## src/rtl/uart_receiver.sv

```systemverilog
// uart_receiver: oversampled UART receive path with start-bit validation, stop-bit check and a one-entry holding register.
module uart_receiver #(
  parameter int OVERSAMPLE = 16,
  parameter int DATA_BITS  = 8
) (
  input  logic                 clk,
  input  logic                 reset_n,
  input  logic                 baud_tick_os,
  input  logic                 rx,
  output logic [DATA_BITS-1:0] rx_data,
  output logic                 rx_valid,
  input  logic                 rx_ready,
  output logic                 frame_err,
  output logic                 overrun,
  output logic                 rx_busy
);
  localparam int TW = $clog2(OVERSAMPLE);
  localparam int BW = $clog2(DATA_BITS);
  localparam logic [TW-1:0] T_HALF = TW'(OVERSAMPLE / 2 - 1);
  localparam logic [TW-1:0] T_LAST = TW'(OVERSAMPLE - 1);
  localparam logic [BW-1:0] B_LAST = BW'(DATA_BITS - 1);
  typedef enum logic [2:0] {IDLE, START, DATA, STOP, BRK} state_t;
  state_t                 state_q, state_d;
  logic                   sync1_q, sync1_d, sync2_q, sync2_d;
  logic [TW-1:0]          tick_q, tick_d;
  logic [BW-1:0]          bit_q, bit_d;
  logic [DATA_BITS-1:0]   shift_q, shift_d, data_q, data_d;
  logic                   valid_q, valid_d, ferr_q, ferr_d, ovr_q, ovr_d, busy_q, busy_d;
  logic                   rx_s, deliver;
  assign rx_s = sync2_q;
  always_comb begin
    state_d = state_q;
    sync1_d = rx;
    sync2_d = sync1_q;
    tick_d  = tick_q;
    bit_d   = bit_q;
    shift_d = shift_q;
    data_d  = data_q;
    valid_d = valid_q;
    ferr_d  = ferr_q;
    deliver = 1'b0;
    if (baud_tick_os) begin
      tick_d = (tick_q == T_LAST) ? '0 : tick_q + 1'b1;
      case (state_q)
        IDLE:  if (!rx_s) begin
                 tick_d  = '0;
                 state_d = START;
               end
        START: if (tick_q == T_HALF) begin
                 tick_d  = '0;
                 bit_d   = '0;
                 state_d = rx_s ? IDLE : DATA;
               end
        DATA:  if (tick_q == T_LAST) begin
                 shift_d = {rx_s, shift_q[DATA_BITS-1:1]};
                 bit_d   = bit_q + 1'b1;
                 state_d = (bit_q == B_LAST) ? STOP : DATA;
               end
        STOP:  if (tick_q == T_LAST) begin
                 deliver = 1'b1;
                 state_d = rx_s ? IDLE : BRK;
               end
        default: state_d = rx_s ? IDLE : BRK;
      endcase
    end
    // A delivery that finds the holding register full and unaccepted is dropped
    ovr_d = deliver && valid_q && !rx_ready;
    if (deliver && (!valid_q || rx_ready)) begin
      data_d  = shift_q;
      ferr_d  = !rx_s;
      valid_d = 1'b1;
    end else if (valid_q && rx_ready) begin
      valid_d = 1'b0;
    end
    busy_d = (state_d != IDLE);
  end
  always_ff @(posedge clk or negedge reset_n) begin
    if (!reset_n) begin
      state_q <= IDLE;
      sync1_q <= 1'b1;
      sync2_q <= 1'b1;
      tick_q  <= '0;
      bit_q   <= '0;
      shift_q <= '0;
      data_q  <= '0;
      valid_q <= 1'b0;
      ferr_q  <= 1'b0;
      ovr_q   <= 1'b0;
      busy_q  <= 1'b0;
    end else begin
      state_q <= state_d;
      sync1_q <= sync1_d;
      sync2_q <= sync2_d;
      tick_q  <= tick_d;
      bit_q   <= bit_d;
      shift_q <= shift_d;
      data_q  <= data_d;
      valid_q <= valid_d;
      ferr_q  <= ferr_d;
      ovr_q   <= ovr_d;
      busy_q  <= busy_d;
    end
  end
  assign rx_data   = data_q;
  assign rx_valid  = valid_q;
  assign frame_err = ferr_q;
  assign overrun   = ovr_q;
  assign rx_busy   = busy_q;
endmodule

```

## config.mk

```make
export PLATFORM = sky130hd
export DESIGN_NAME = uart_receiver
export DESIGN_NICKNAME = d
export VERILOG_FILES = /design/src/rtl/uart_receiver.sv
export SDC_FILE = /design/constraint.sdc
export NUM_CORES = 1
export LEC_CHECK = 0
export ABC_AREA = 1
export CORE_ASPECT_RATIO = 1.75
export CORE_UTILIZATION = 49
export DETAILED_ROUTE_END_ITERATION = 16
export PLACE_DENSITY_LB_ADDON = 0.3
export SYNTH_ARGS = -nofsm -noshare
export SYNTH_HDL_FRONTEND = slang
export SYNTH_SLANG_ARGS = --single-unit
export TNS_END_PERCENT = 50
```

## constraint.sdc

```tcl
create_clock -name clk -period 1.46 [get_ports clk]
set_input_delay 0.146 -clock clk [delete_from_list [all_inputs] [get_ports clk]]
set_output_delay 0.146 -clock clk [all_outputs]
set_load 0.005 [all_outputs]
```

==> run_results.csv <==
group,metric,value,unit
timing,layout_setup_ws,-0.006976,ns
timing,rsz0062_at_grt,"yes",
timing,fmax,681.7,MHz
die,core_area,0.002753,mm^2
logic_synthesis,synthCells,151,
placed_design,place_worst_setup_slack,-0.03053,ns
finish,postLayoutCoreUtil,66.32,%
timing,period_needed,1.467,ns
logic_synthesis,yosys_warnings,0,
timing,setup_violations,1,
logic_synthesis,ys_ff_latch,32,
cts,cts.sink_count,32,
detailed_routing,drtIter0Drc,37,
detailed_routing,via_per_inst,5.371,
global_routing,grt_max_degree,33,
timing,setup-tns-final,-0.006976,ns
global_routing,use_met2,35.19,%
detailed_routing,route.antenna.remaining_nets,0,
finish,area_growth,27.31,%
setup_path,cp_top_family,"simple AND/OR/NAND/NOR gates",
cts,clock_latency,0.29,ns
setup_path,crit_path_max_fanout,9,
setup_path,crit_chain,"ha_4 > nand3_4 > nor2_4 > buf_4 > nand3_4 > nand2_1 > o21ai_2",
power,peakVddDrop,0.8112,mV
global_routing,grt_pass1_wl,4429,um
finish,final_common_cell,"nand2_1",
job,max-cap-violations,0,
status,violations,"setup timing",
setup_path,critPathMaxStageDelay,0.41,ns
logic_synthesis,ys_types,18,
global_routing,grt_busiest_layer,"met2",
placed_design,dp_hpwl,1865,um
logic_synthesis,synth_area,0.001434,mm^2
timing,report.final.slew_viol_count,0,
status,status,"finished with violations",
detailed_routing,drt-total-wl,2903,um
cts,cts-root-buf,"clkbuf_8",
logic_synthesis,seq_area_frac_synth,56.02,%
global_routing,antenna_found_initial,0,
finish,layout.nets,190,
cts,cts_buffers,5,
timing,hold_viol,0,
cts,clk_pin_slew_worst_paths,0.06,ns
finish,n_antenna_cell,0,
setup_path,crit_path_frequent_cell,"nand3_4",
die,die_area,0.003155,mm^2
global_routing,grt.total_usage,19.32,%
timing,max_slew.worst_pin.slew,0.3887,ns
timing,finClkSkew,0.005656,ns
power,power_density,1197,mW/mm^2
global_routing,grt_pass1_vias,1056,
setup_path,cp_slowest_cell,"dfrtp_1",
die,dieWidth,42.89,um
detailed_routing,drc,0,
timing,min_period_over_period,100.5,%
die,die_h,73.56,um
timing,max_slew_margin,74.09,%
die,initial_core_util,52.09,%
power,p_leak,0.8395,nW
setup_path,cp.required,1.64,ns
setup_path,path_buf_inv,1,
die,ioPinCount,17,
finish,layout_common_cells,"nand2_1 (36), dfrtp_1 (30), inv_1 (17)",
detailed_routing,dr.pass1.iters,4,
global_routing,grt_use_met3,6.634,%
detailed_routing,vias,1128,
placed_design,portBuffers,16,
logic_synthesis,syn_avg_cell_area,9.496,um^2
cts,htreeDepth,2,
cts,clockBufferDepth,2,
die,rows,25,
global_routing,overflow,0,
setup_path,arrival,1.64,ns
setup_path,end_kind,"flop",
placed_design,gp_congestion,0.9316,
global_routing,met1_usage,18.12,%
hold_path,hp-class,"in -> async",
setup_path,setup.worst_path.start_class,"flop",
detailed_routing,avgRoutedWirePerCell,13.82,um
setup_path,critPathKind,"reg -> reg",
power,total_power,2.185,mW
cts,cts_tree,"built",
logic_synthesis,syn_nets,159,
finish,drive_gt1_share,24.59,%
per-stage QoR:
stage / instances / instance area, um^2 / hold WS (ns)
final: 210 / 1826 / 0.2598
after global routing: 210 / 1826 / 0.2543
after CTS: 204 / 1718 / 0.2579
after detailed placement: 196 / 1632 / 0.3473
after global placement: 196 / 1632 / 0.3459
after floorplan: 151 / 1434 / -0.1496
area by class of cell:
class | count | area, um^2
Clock buffer | 7 | 76.32
Sequential cell | 32 | 803.3
Tap cell | 27 | 33.78
Inverter | 17 | 63.81
Timing Repair Buffer | 25 | 231.5
Clock inverter | 1 | 5.005
Multi-Input combinational cell | 101 | 611.8
Fill cell | 224 | 927.1
cells in the mapped netlist:
cell type,number,area share [%]
nand3_1,7,2.4
inv_1,17,4.5
dfstp_2,2,3.7
a21oi_1,4,1.4
xor2_1,1,0.61
nand2_4,1,0.79
dfrtp_1,30,52
buf_6,3,2.4
a22oi_2,1,0.87
o21ai_1,1,0.35
nor2_4,1,0.79
ha_1,3,2.6
o21ai_2,9,5.5
nand2_1,43,11
o21ai_0,13,4.5
nand3_4,2,2.4
nand4_1,1,0.44
nor2_1,12,3.1
state kept, by name (all words and copies together), names as in the netlist, 3 cells and up:
signal,count
bit_q,3
rx_data,8
shift_q,8
state_q,3
tick_q,4
metal layers:
metal / vias to the layer above / part of all wire (%)
met2: 28 / 58
met4: 0 / 2.0
li1: 547 / -
met3: 5 / 4.1
met1: 548 / 36
met5: - / 0
report_power, final:
group | internal [mW] | total [mW] | switching [mW]
combinational | 0.214 | 0.497 | 0.283
clock | 0.333 | 0.642 | 0.309
sequential | 0.968 | 1.05 | 0.0783
total | 1.52 | 2.19 | 0.670
cells by family after synthesis:
logic type,Yosys count,share of synthesized area (%)
buf+inv,20,6.806
flops,32,56.02
compound gates,28,12.65
fa+ha+maj,3,2.618
xor+xnor,1,0.6109
simple gates,67,21.29
worst reg2reg max path, delay by kind of cell, from the launching register on:
family	cells	cell delay, ns
adder cells (fa/ha/maj)	1	0.18
buffers and inverters	1	0.14
AND/OR/NAND/NOR	4	0.58
flip-flops	1	0.41
AO/OA/AOI/OAI	1	0.05
final timing paths:
check                                      start                endpoint  slack (ns)  cells past startpoint
setup / recovery           tick_q[1]$_DFFE_PN0P_   frame_err$_DFFE_PN0P_      -0.007                      7
hold / removal                           reset_n  rx_data[1]$_DFFE_PN0P_        0.26                      2
setup reg to reg           tick_q[1]$_DFFE_PN0P_   frame_err$_DFFE_PN0P_      -0.007                      7
hold reg to reg                sync1_q$_DFF_PN1_          rx_s$_DFF_PN1_        0.35                      0
max in group asynchronous                reset_n       sync1_q$_DFF_PN1_        0.88                      2
min in group clk                              rx       sync1_q$_DFF_PN1_        0.26                      1
what timing repair did:
action | 4_1_cts | 5_1_grt
hold buffers | 0 | 0
pin swaps | 0 | 2
resized for setup | 3 | 15
endpoints found under the setup margin | 15 | 23
gates cloned | 0 | 2
setup buffers | 0 | 4
(Power assumes the default switching activity.)
